## config.mk

```make
export PLATFORM = sky130hd
export DESIGN_NAME = encoder_arb_ctrl
export DESIGN_NICKNAME = d
export VERILOG_FILES = /design/src/rtl/encoder_pkg.sv /design/src/rtl/encoder_rr_pick.sv /design/src/rtl/encoder_arb_ctrl.sv
export SDC_FILE = /design/constraint.sdc
export NUM_CORES = 1
export LEC_CHECK = 0
export CAP_MARGIN = 5
export CORE_MARGIN = 4
export CORE_UTILIZATION = 42
export DETAILED_ROUTE_END_ITERATION = 8
export GPL_TIMING_DRIVEN = 0
export PLACE_DENSITY_LB_ADDON = 0.25
export SLEW_MARGIN = 20
export SYNTH_ARGS = -nofsm -noshare
export SYNTH_HDL_FRONTEND = slang
export SYNTH_SLANG_ARGS = --single-unit
```

## constraint.sdc

```tcl
create_clock -name wb_clk_i -period 4.04 [get_ports wb_clk_i]
set_clock_uncertainty 0.2 [all_clocks]
set_input_delay 0.606 -clock wb_clk_i [delete_from_list [all_inputs] [get_ports wb_clk_i]]
set_output_delay 0.606 -clock wb_clk_i [all_outputs]
set_load 0.05 [all_outputs]
```

## src/rtl/encoder_pkg.sv

```systemverilog
// Shared definitions for the encoder arbiter: FSM encoding, parameter defaults
// and a clog2 helper usable in constant expressions.
package encoder_pkg;

   localparam int NREQ_DEF = 4;
   localparam int DW_DEF   = 16;
   localparam int OW_DEF   = 8;
   localparam int TMO_DEF  = 255;

   // Timeout counter width; TMO is limited to 1..255 so 8 bits always suffice.
   localparam int CW = 8;

   typedef enum logic [1:0] {
      ST_IDLE  = 2'd0,
      ST_ISSUE = 2'd1,
      ST_WAIT  = 2'd2,
      ST_RESP  = 2'd3
   } state_t;

   // Ceiling log2, never below 1 so index vectors always have at least one bit.
   function automatic int clog2(input int n);
      int r;
      r = 0;
      while ((1 << r) < n) r++;
      return (r < 1) ? 1 : r;
   endfunction

endpackage

```

## src/rtl/encoder_rr_pick.sv

```systemverilog
// Combinational round-robin picker: searches upward from last_grant+1 with wrap
// and returns the first active requester as both a one-hot vector and an index.
module encoder_rr_pick
   import encoder_pkg::*;
#(
   parameter int NREQ = NREQ_DEF,
   parameter int IW   = clog2(NREQ)
) (
   input  logic [NREQ-1:0] req,
   input  logic [IW-1:0]   last_grant,
   output logic [NREQ-1:0] grant,
   output logic [IW-1:0]   grant_idx,
   output logic            any
);

   // Candidate i is the requester i+1 positions past the last winner.
   logic [IW-1:0] cand_idx [NREQ];

   generate
      for (genvar gi = 0; gi < NREQ; gi++) begin : g_cand
         assign cand_idx[gi] = IW'((32'(last_grant) + 32'(gi) + 32'd1) % 32'(NREQ));
      end
   endgenerate

   // First active candidate in search order wins.
   always_comb begin
      grant     = '0;
      grant_idx = '0;
      any       = 1'b0;
      for (int i = 0; i < NREQ; i++) begin
         if (!any && req[cand_idx[i]]) begin
            any                 = 1'b1;
            grant_idx           = cand_idx[i];
            grant[cand_idx[i]]  = 1'b1;
         end
      end
   end

endmodule

```

## src/rtl/encoder_arb_ctrl.sv

```systemverilog
// Arbitrates NREQ requesters onto a single encoder datapath, one transaction
// at a time: accept -> issue word -> wait for result (with timeout) -> respond.
module encoder_arb_ctrl
   import encoder_pkg::*;
#(
   parameter int NREQ = NREQ_DEF,
   parameter int DW   = DW_DEF,
   parameter int OW   = OW_DEF,
   parameter int TMO  = TMO_DEF
) (
   input  logic                   wb_clk_i,
   input  logic                   wb_rst_i,
   input  logic [NREQ-1:0]        req_valid,
   input  logic [NREQ*DW-1:0]     req_data,
   output logic [NREQ-1:0]        req_ready,
   output logic                   enc_valid,
   output logic [DW-1:0]          enc_data,
   input  logic                   enc_ready,
   input  logic                   enc_done,
   input  logic [OW-1:0]          enc_result,
   output logic [NREQ-1:0]        rsp_valid,
   output logic [OW-1:0]          rsp_data,
   output logic                   rsp_err,
   output logic                   busy,
   output logic [clog2(NREQ)-1:0] grant_id
);

   localparam int IW = clog2(NREQ);
   localparam logic [CW-1:0] TMO_LAST = CW'(TMO - 1);

   state_t          state_reg, state_next;
   logic [CW-1:0]   cnt_reg;
   logic [DW-1:0]   data_reg;
   logic [OW-1:0]   result_reg;
   logic            err_reg;
   logic [IW-1:0]   grant_reg;
   logic [IW-1:0]   last_grant_reg;

   logic [NREQ-1:0] pick_grant;
   logic [IW-1:0]   pick_idx;
   logic            pick_any;
   logic            accept, issue_fire, done_hit, tmo_hit;

   encoder_rr_pick #(.NREQ(NREQ), .IW(IW)) u_pick (
      .req        (req_valid),
      .last_grant (last_grant_reg),
      .grant      (pick_grant),
      .grant_idx  (pick_idx),
      .any        (pick_any)
   );

   assign accept     = (state_reg == ST_IDLE)  && pick_any;
   assign issue_fire = (state_reg == ST_ISSUE) && enc_ready;
   assign done_hit   = (state_reg == ST_WAIT)  && enc_done;
   assign tmo_hit    = (state_reg == ST_WAIT)  && (cnt_reg == TMO_LAST);
   assign grant_id   = grant_reg;

   // State register.
   always_ff @(posedge wb_clk_i) begin
      if (wb_rst_i) state_reg <= ST_IDLE;
      else          state_reg <= state_next;
   end

   // Next-state logic; enc_done takes priority over a coincident timeout.
   always_comb begin
      state_next = state_reg;
      case (state_reg)
         ST_IDLE:  if (accept)                state_next = ST_ISSUE;
         ST_ISSUE: if (issue_fire)            state_next = ST_WAIT;
         ST_WAIT:  if (done_hit || tmo_hit)   state_next = ST_RESP;
         ST_RESP:                             state_next = ST_IDLE;
         default:                             state_next = ST_IDLE;
      endcase
   end

   // Datapath: captured word, grant bookkeeping, timeout counter, result/err.
   always_ff @(posedge wb_clk_i) begin
      if (wb_rst_i) begin
         cnt_reg        <= '0;
         data_reg       <= '0;
         result_reg     <= '0;
         err_reg        <= 1'b0;
         grant_reg      <= '0;
         last_grant_reg <= IW'(NREQ - 1);
      end else begin
         if (accept) begin
            data_reg       <= req_data[pick_idx*DW +: DW];
            grant_reg      <= pick_idx;
            last_grant_reg <= pick_idx;
         end
         if (issue_fire)
            cnt_reg <= '0;
         else if (state_reg == ST_WAIT)
            cnt_reg <= cnt_reg + 1'b1;
         if (done_hit) begin
            result_reg <= enc_result;
            err_reg    <= 1'b0;
         end else if (tmo_hit) begin
            result_reg <= '0;
            err_reg    <= 1'b1;
         end
      end
   end

   // Outputs decoded from state; req_ready is masked while reset is asserted.
   always_comb begin
      req_ready = '0;
      enc_valid = 1'b0;
      enc_data  = '0;
      rsp_valid = '0;
      rsp_data  = '0;
      rsp_err   = 1'b0;
      busy      = 1'b1;
      case (state_reg)
         ST_IDLE: begin
            busy = 1'b0;
            if (!wb_rst_i) req_ready = pick_grant;
         end
         ST_ISSUE: begin
            enc_valid = 1'b1;
            enc_data  = data_reg;
         end
         ST_WAIT: begin
         end
         ST_RESP: begin
            rsp_valid[grant_reg] = 1'b1;
            rsp_data             = result_reg;
            rsp_err              = err_reg;
         end
         default: busy = 1'b0;
      endcase
   end

endmodule

```

==> run summary, run 1 <==
status: completed
CP max-delay cell: dfxtp_1
Worst Slack Setup Final: 240 ps
most used cell, CP: buf_2
initial antenna violation count: 0
Worst IR Drop VDD: 441 uV
vias in the first global route: 2,594
cts bufs inserted: 5
largest net degree at the start of global routing: 14
clock tree buffer depth: 2
Critical Path AT: 2990 ps
H-Tree Depth: 2
post-synthesis sequential area ratio: 29.9%
Reg-to-Reg End: data_reg[0]$_SDFFE_PP0P_
critical path class: reg -> out
most common cell after layout, fill and taps aside: clkdlybuf4s50_1
CP peak stage delay: 430 ps
CTS Sinks: 39
Die ar.: 7550 sq um
Synth Cell Area: 2620 sq um
DRT antenna net count: 0
Ant. Diodes: 0
Hold Path Sink: err_reg$_SDFFE_PP0P_
syn nets: 401
CP Capture Type: primary output
CTS tree: done
beginning of the worst hold path: err_reg$_SDFFE_PP0P_
Top-Level Pins: 117
core area: 5990 sq um
Slew headroom: 63.8%
Worst Hold Slack: 258 ps
Cells after Synth: 307
Largest register FFs: 16
Async SR Flop Fraction: 0%
DR iter-0 viols: 97
DR vias/cell: 5.29
Initial Util: 43.7%
gr usage total: 19.5%
first-pass GRT wire length: 11,900 um
Most used DFF post-synth: dfxtp_1
clock latency on the worst-skew pair: 290 ps
Fillers: 514
PD cells: 642 nW/um^2
DR vias: 2,670
final WL: 7400 um
Distinct cells, synth: 42
Final GP Congestion: 0.868
DP HPWL: 5920 um
final cell area excluding filler cells: 3990 sq um
RSZ-0062 raised after global routing: false
Area Growth Syn to Fin: 52.5%
startpoint types: flip-flop
Crit Path Max Fanout: 10
reg2reg start: last_grant_reg[0]$_SDFFE_PP1P_
layout cell share with drive strength beyond 1: 6.98%
Min-Delay Path Class: reg -> reg
die height: 86.9 um
clk root buf: clkbuf_8
Slew Limit Fails: 0
Post-synth EDFFs: 0
Syn Area/Cell: 8.52 sq um
Setup WS pre-CTS: -81.1 ps
Hold Crit Depth: 2
most frequent cells in the layout: 111 x clkdlybuf4s50_1, 42 x nand2_1, 39 x dfxtp_1
sequence of cells on the critical path: buf_6, clkbuf_4, inv_1, ha_1, or2_0, buf_2, mux2_4, nand2_1, nor2_2, a222oi_1, a21oi_1, buf_2
min Tclk post-route: 3800 ps
final net count: 523
Die Wd: 86.9 um
cells on worst reg2reg path: 14
Worst Path Required: 3230 ps
synth warn: 0
Pleak: 1.56 nW
Finish-stage setup viols: 0
PortBufs: 115
routed len/inst: 14.7 um
Remaining Overflow, GRT: 0
1st-pass router iterations: 4
row count: 28
Post-DP Area: 3860 sq um
DRC Markers: 0
total power: 2.56 mW
max_cap viols: 0
final-report hold violation count: 0
Fin Setup TNS: 0 ps
fin crit share: 94.1%
R2R setup slack: 380 ps
worst slew pin tran: 541 ps
postcts setup bufs: 0
Max Clk Rate: 263 MHz
#FFs+latches synth: 39
Reg clk slew, reported paths: 80 ps
[synth_stat cells, types with 2 or more instances]
cell type	number	share of area [%]
nand2_1	42	6.0
dfxtp_1	39	30
mux2i_1	35	13
and2_1	26	6.2
nor2_1	20	2.9
a21oi_1	19	3.6
o221ai_1	16	5.4
ha_1	14	6.7
clkbuf_1	10	1.4
nand3_1	9	1.7
inv_1	8	1.1
o21ai_0	7	1.3
nor3_1	6	1.1
buf_2	5	0.96
nand4_1	4	0.96
nor2b_1	4	0.96
xor2_1	4	1.3
a222oi_1	3	1.1
buf_6	3	1.3
nand2b_1	3	0.72
a211oi_1	2	0.57
a221oi_1	2	0.67
a32oi_1	2	0.67
and3_1	2	0.48
mux4_2	2	1.7
or2_1	2	0.48
or3_1	2	0.48
or3b_1	2	0.67
[per-layer routing]
layer / track usage, % / vias to the layer above / part of all wire, %
li1: - / 1338 / -
met1: 21.2 / 1242 / 40
met2: 36.6 / 83 / 52
met3: 5.49 / 7 / 7.0
met4: 4.67 / 0 / 0.91
met5: 0 / - / 0
[final cells by class]
cell class                 count  area [sq um]  share of cell area (%)
buffer                        18          98.8                    2.48
clock buffer                   5          68.8                    1.73
clock inverter                 3          67.6                    1.69
inverter                       8          30.0                   0.753
multi-input combinational    242          1720                    43.1
sequential                    39           781                    19.6
tap                           75          93.8                    2.35
timing repair buffer         115          1130                    28.4
[worst max path at each step]
stage / from / to / slack (ps) / cells past startpoint
after floorplan: last_grant_reg[0]$_SDFFE_PP1P_ / req_ready[1] / 390 / 11
after global placement: last_grant_reg[0]$_SDFFE_PP1P_ / req_ready[1] / -50 / 12
after detailed placement: last_grant_reg[0]$_SDFFE_PP1P_ / req_ready[2] / -80 / 12
after CTS: last_grant_reg[0]$_SDFFE_PP1P_ / req_ready[2] / 20 / 12
after global routing: last_grant_reg[0]$_SDFFE_PP1P_ / req_ready[0] / 30 / 11
final: last_grant_reg[0]$_SDFFE_PP1P_ / req_ready[2] / 240 / 12
[worst max-delay path: cells and delay by family, from the launching register on]
family          cells  cell delay (ps)
buf+inv             5              890
flops               1              430
compound gates      2              410
simple gates        3              370
mux                 1              330
fa+ha+maj           1              270
[kinds of logic (layout without fill, tap and decap cells)]
kind of cell               after synthesis  in the layout  synth area share, %
buffers and inverters                   26            149                 4.83
AOI/OAI and AO/OA                       57             57                 15.6
and+or+nand+nor                        125            125                 23.8
DFF                                     39             39                 29.9
xor gates and xnor gates                 6              6                 2.73
adders and majority gates               14             14                 6.70
muxes                                   40             40                 16.6
[stage by stage]
step | std cells | utilization (%)
after floorplan | 307 | -
after global placement | 497 | 64.4
after detailed placement | 497 | 64.4
after CTS | 505 | 66.8
after global routing | 505 | 66.6
final | 505 | 66.6
[power by group]
| part | switching (mW) | internal [mW] | total, mW |
|---|---|---|---|
| combinational | 0.912 | 0.719 | 1.63 |
| sequential | 0.0659 | 0.477 | 0.543 |
| clock | 0.140 | 0.246 | 0.387 |
[what timing repair did]
| item | in CTS | in global routing |
|---|---|---|
| hold buffers | 0 | 0 |
| endpoints found under the hold margin | 0 | 0 |
| setup endpoints to repair | 4 | 14 |
| resized for setup | 12 | 11 |
No activity file was read; power rests on OpenSTA's default activity.
==> inputs of run 2 (changes only) <==
--- a/config.mk
+++ b/config.mk
@@ -10,7 +10,7 @@
 export CORE_UTILIZATION = 42
 export DETAILED_ROUTE_END_ITERATION = 8
 export GPL_TIMING_DRIVEN = 0
-export PLACE_DENSITY_LB_ADDON = 0.25
+export PLACE_DENSITY = 0.83
 export SLEW_MARGIN = 20
 export SYNTH_ARGS = -nofsm -noshare
 export SYNTH_HDL_FRONTEND = slang
==> run summary, run 2 (same netlist as run 1, synthesis figures left out) <==
Switching Share: 46.0% (+2.3 points)
Remaining Overflow, GRT: 0 (unchanged)
Ant. Diodes: 0 (unchanged)
clock tree buffer depth: 2 (unchanged)
Worst Path Required: 3230 ps (about the same)
layout cell share with drive strength beyond 1: 6.31% (-0.67 points)
DRT antenna net count: 0 (unchanged)
worst slew pin tran: 529 ps (-11.5 ps)
Flop pwr share: 22.6% (+1.4 points)
sequence of cells on the critical path: buf_6, clkbuf_4, inv_1, ha_1, or2_0, buf_2, mux2_4, nand2_1, nor2_2, a222oi_1, a21oi_1, clkdlybuf4s15_2
DR iter-0 viols: 93 (-4.1%)
clock latency on the worst-skew pair: 290 ps (about the same)
final-report hold violation count: 0 (unchanged)
initial antenna violation count: 0 (unchanged)
Top-Level Pins: 117 (unchanged)
row count: 28 (unchanged)
Die Wd: 86.9 um (unchanged)
crit path buf inv count: 5 (unchanged)
RSZ-0062 raised after global routing: false
Slew headroom: 64.6% (+0.77 points)
min Tclk post-route: 3880 ps (+83.3 ps)
P_int: 1.31 mW (-9.0%)
Pleak: 1.53 nW (-2.2%)
CTS tree: done
DR vias: 2,702 (+1.2%)
Largest register FFs: 16 (unchanged)
CP peak stage delay: 380 ps (-50 ps)
Worst IR Drop VDD: 483 uV (+9.6%)
Die ar.: 7550 sq um (unchanged)
DP HPWL: 6010 um (+1.5%)
die height: 86.9 um (unchanged)
CTS Sinks: 39 (unchanged)
final WL: 7570 um (+2.2%)
max_cap viols: 0 (unchanged)
H-Tree Depth: 2 (unchanged)
Crit Path Max Fanout: 10 (unchanged)
Initial Util: 43.7% (unchanged)
Critical Path AT: 3080 ps (+90 ps)
total power: 2.43 mW (-5.0%)
CP max-delay cell: dfxtp_2
clk root buf: clkbuf_8
PortBufs: 115 (unchanged)
PD cells: 618 nW/um^2 (-3.8%)
status: completed
vias in the first global route: 2,632 (+1.5%)
switching pwr: 1.12 mW (about the same)
Finish-stage setup viols: 0 (unchanged)
DRC Markers: 0 (unchanged)
core area: 5990 sq um (unchanged)
startpoint types: flip-flop
first-pass GRT wire length: 12,100 um (+2.1%)
DR vias/cell: 5.37 (+1.6%)
Reg clk slew, reported paths: 80 ps (about the same)
final net count: 523 (unchanged)
CP Capture Type: primary output
cts bufs inserted: 5 (unchanged)
most common cell after layout, fill and taps aside: clkdlybuf4s50_1
1st-pass router iterations: 5 (+1)
routed len/inst: 15.0 um (+2.6%)
fin crit share: 96.1% (+2.1 points)
Area Growth Syn to Fin: 50.6%
Max Clk Rate: 258 MHz (-2.1%)
Hold-fix buffers, CTS: 0 (unchanged)
delay-heaviest family, CP: buffers and inverters
Clock power frac: 10.1% (-5.0 points)
Slew Limit Fails: 0 (unchanged)
gr usage total: 19.9% (+0.48 points)
Comb power frac: 67.4% (+3.7 points)
Min-Delay Path Class: reg -> reg
most frequent cells in the layout: 111 x clkdlybuf4s50_1, 42 x nand2_1, 38 x dfxtp_1
largest net degree at the start of global routing: 11 (-3)
critical path class: reg -> out
Worst Hold Slack: 252 ps (-6.45 ps)
Final GP Congestion: 0.830 (-4.5%)
-- run 2: stage by stage --
stage | setup TNS [ps] | worst slack, ps | instances | util, % | cell area, sq um
after floorplan | 0 | 389 | 307 | - | 2620
after global placement | -73.9 | -34.4 | 497 | 64.4 | 3860
after detailed placement | -296 | -95.5 | 497 | 64.4 | 3860
after CTS | 0 | 3.63 | 503 | 65.7 | 3940
final | 0 | 157 | 503 | 65.7 | 3940
after global routing | 0 | 5.55 | 503 | 65.7 | 3940
-- run 2: cell type report --
class / count / area [sq um]
Fill cell: 504 / 2050
Inverter: 8 / 30.0
Multi-Input combinational cell: 242 / 1710
Clock buffer: 6 / 72.6
Timing Repair Buffer: 115 / 1150
Buffer: 18 / 98.8
Sequential cell: 39 / 782
Tap cell: 75 / 93.8
-- run 2: worst paths after layout --
kind	endpoint	startpoint	depth (start not counted)	slack, ps
worst min register to register	err_reg$_SDFFE_PP0P_	err_reg$_SDFFE_PP0P_	2	250
worst min-delay path	err_reg$_SDFFE_PP0P_	err_reg$_SDFFE_PP0P_	2	250
worst max-delay path	req_ready[2]	last_grant_reg[0]$_SDFFE_PP1P_	12	160
worst max register to register	data_reg[8]$_SDFFE_PP0P_	last_grant_reg[0]$_SDFFE_PP1P_	13	320
-- run 2: routing by layer --
metal	share of wire, %	up-vias	routed length (um)	track usage (%)
met5	0	-	0	0
met4	0.45	0	34	3.40
met3	5.6	4	427	4.26
met2	54	86	4080	38.0
met1	40	1273	3030	22.8
li1	-	1339	-	-
-- run 2: repair_timing --
| item | 4_1_cts | 5_1_grt |
|---|---|---|
| endpoints found under the setup margin | 4 | 9 |
| setup buffers | 0 | 0 |
| gates resized for setup | 12 | 5 |
| pin swaps | 0 | 0 |
-- run 2: worst min-delay path, stage by stage, from the launching register on --
cell and delay, ps:
dfxtp_1 310, inv_1 50, a211oi_1 50
-- run 2: power groups by stage --
stage	clock [mW]	sequential (mW)	combinational, mW
after floorplan	0	0.561	1.20
after global placement	0	0.550	1.60
after detailed placement	0	0.556	1.64
after CTS	0.246	0.547	1.64
after global routing	0.262	0.560	1.78
final	0.245	0.549	1.64
==> inputs of run 3 (changes only) <==
--- a/config.mk
+++ b/config.mk
@@ -6,7 +6,6 @@
 export NUM_CORES = 1
 export LEC_CHECK = 0
 export CAP_MARGIN = 5
-export CORE_MARGIN = 4
 export CORE_UTILIZATION = 42
 export DETAILED_ROUTE_END_ITERATION = 8
 export GPL_TIMING_DRIVEN = 0
==> run summary, run 3 (same netlist as run 1, synthesis figures left out) <==
status: completed
DR vias/cell: 5.30 (-1.3%)
postcts setup bufs: 0 (unchanged)
row count: 28 (unchanged)
Max Clk Rate: 259 MHz (+0.43%)
delay-heaviest family, CP: buffers and inverters
CP max-delay cell: dfxtp_2
core area: 5960 sq um (-0.58%)
min Tclk post-route: 3870 ps (-16.5 ps)
Ant. Diodes: 0 (unchanged)
routed len/inst: 14.0 um (-6.7%)
DRT antenna net count: 0 (unchanged)
clock latency on the worst-skew pair: 290 ps (about the same)
Final GP Congestion: 0.835 (+0.69%)
PD cells: 618 nW/um^2 (+0.13%)
clock tree buffer depth: 2 (unchanged)
cells on worst reg2reg path: 13 (unchanged)
total power: 2.45 mW (+0.83%)
post-cts sizing count: 12 (unchanged)
CTS Sinks: 39 (unchanged)
Worst Path Required: 3230 ps (about the same)
Reg clk slew, reported paths: 80 ps (about the same)
fin crit share: 95.7% (-0.41 points)
CTS tree: done
beginning of the worst hold path: data_reg[13]$_SDFFE_PP0P_
Top-Level Pins: 117 (unchanged)
largest net degree at the start of global routing: 12 (+1)
Critical Path AT: 3060 ps (-20 ps)
critical path class: reg -> out
Die ar.: 6550 sq um (-13%)
cts bufs inserted: 5 (unchanged)
crit path buf inv count: 5 (unchanged)
Hold-fix buffers, CTS: 0 (unchanged)
Final Core Density: 66.6% (+0.85 points)
final net count: 523 (unchanged)
DP HPWL: 5590 um (-6.9%)
Hold Crit Depth: 2 (unchanged)
final WL: 7090 um (-6.4%)
placed cells: 497 (unchanged)
final cell count without fillers: 505 (+0.40%)
Hold Path Sink: data_reg[13]$_SDFFE_PP0P_
first-pass GRT wire length: 11,600 um (-4.7%)
Min-Delay Path Class: reg -> reg
initial antenna violation count: 0 (unchanged)
clk root buf: clkbuf_8
Area Growth Syn to Fin: 51.6%
DR vias: 2,677 (-0.93%)
gr usage total: 22.9% (+3.0 points)
reg2reg start: last_grant_reg[0]$_SDFFE_PP1P_
RSZ-0062 raised after global routing: false
Fillers: 518 (+2.8%)
Setup WS pre-CTS: -81.6 ps (+13.8 ps)
final-report hold violation count: 0 (unchanged)
DRC Markers: 0 (unchanged)
DR iter-0 viols: 91 (-2.2%)
Die Wd: 80.9 um (-6.9%)
vias in the first global route: 2,563 (-2.6%)
most common cell after layout, fill and taps aside: clkdlybuf4s50_1
Crit Path Max Fanout: 10 (unchanged)
Remaining Overflow, GRT: 0 (unchanged)
Finish-stage setup viols: 0 (unchanged)
Pleak: 1.54 nW (+0.95%)
worst slew pin tran: 547 ps (+17.5 ps)
die height: 80.9 um (-6.9%)
sequence of cells on the critical path: buf_6, clkbuf_4, inv_1, ha_1, or2_0, buf_2, mux2_4, nand2_1, nor2_2, a222oi_1, a21oi_1, clkdlybuf4s15_2
PortBufs: 115 (unchanged)
Initial Util: 43.9% (+0.26 points)
max_cap viols: 0 (unchanged)
Largest register FFs: 16 (unchanged)
Slew Limit Fails: 0 (unchanged)
startpoint types: flip-flop
Worst IR Drop VDD: 425 uV (-12%)
Reg-to-Reg End: data_reg[5]$_SDFFE_PP0P_
CP Capture Type: primary output
layout cell share with drive strength beyond 1: 6.74% (+0.44 points)
1st-pass router iterations: 4 (-1)
H-Tree Depth: 2 (unchanged)
Slew headroom: 63.4% (-1.2 points)
Worst Slack Setup Final: 173 ps (+16.5 ps)
R2R setup slack: 360 ps (+40 ps)
CP peak stage delay: 390 ps (about the same)
most frequent cells in the layout: 111 x clkdlybuf4s50_1, 42 x nand2_1, 38 x dfxtp_1
-- run 3: cell count changes in the layout (fill, tap and decap cells not counted), sizes merged --
cell | before | now
clkbuf | 17 | 19
-- run 3: power breakdown --
group	leakage (nW)	total [mW]	internal (mW)	switching, mW
Clock	0.0515	0.288	0.156	0.132
Combinational	1.17	1.62	0.718	0.898
Sequential	0.319	0.548	0.478	0.0696
Total	1.54	2.45	1.35	1.10
-- run 3: how the worst max path moves through the flow --
stage | startpoint | end | depth (start not counted)
6_report | last_grant_reg[0]$_SDFFE_PP1P_ | req_ready[1] | 12
4_1_cts | last_grant_reg[0]$_SDFFE_PP1P_ | req_ready[1] | 12
3_3_place_gp | last_grant_reg[0]$_SDFFE_PP1P_ | req_ready[1] | 12
2_1_floorplan | last_grant_reg[0]$_SDFFE_PP1P_ | req_ready[1] | 11
3_5_place_dp | last_grant_reg[0]$_SDFFE_PP1P_ | req_ready[1] | 12
5_1_grt | last_grant_reg[0]$_SDFFE_PP1P_ | req_ready[1] | 12
-- run 3: layout make-up --
type | instances | area [sq um] | area share, %
buffer | 18 | 98.8 | 2.49
clock buffer | 8 | 100 | 2.52
inverter | 8 | 30.0 | 0.757
multi-input combinational | 242 | 1710 | 43.1
sequential | 39 | 782 | 19.7
tap | 75 | 93.8 | 2.37
timing repair buffer | 115 | 1150 | 29.0
-- run 3: per-layer routing --
metal,share of wire (%),GRT usage [%],vias up
met1,40,25.6,1244
met4,2.6,8.75,0
met5,0,0,-
met2,53,42.7,80
li1,-,-,1334
met3,5.0,4.04,19
-- run 3: metrics by stage --
step	hold slack (ps)	TNS (ps)	area (sq um)
floorplan	224	0	2620
global route	284	0	3970
detailed placement	240	-241	3860
finish	258	0	3970
CTS	258	0	3970
global placement	237	-58.3	3860
-- run 3: tightest hold or removal path, cell delays in order, from the launching register on --
cell	delay [ps]
dfxtp_1	320
nand2_1	50
o221ai_1	50
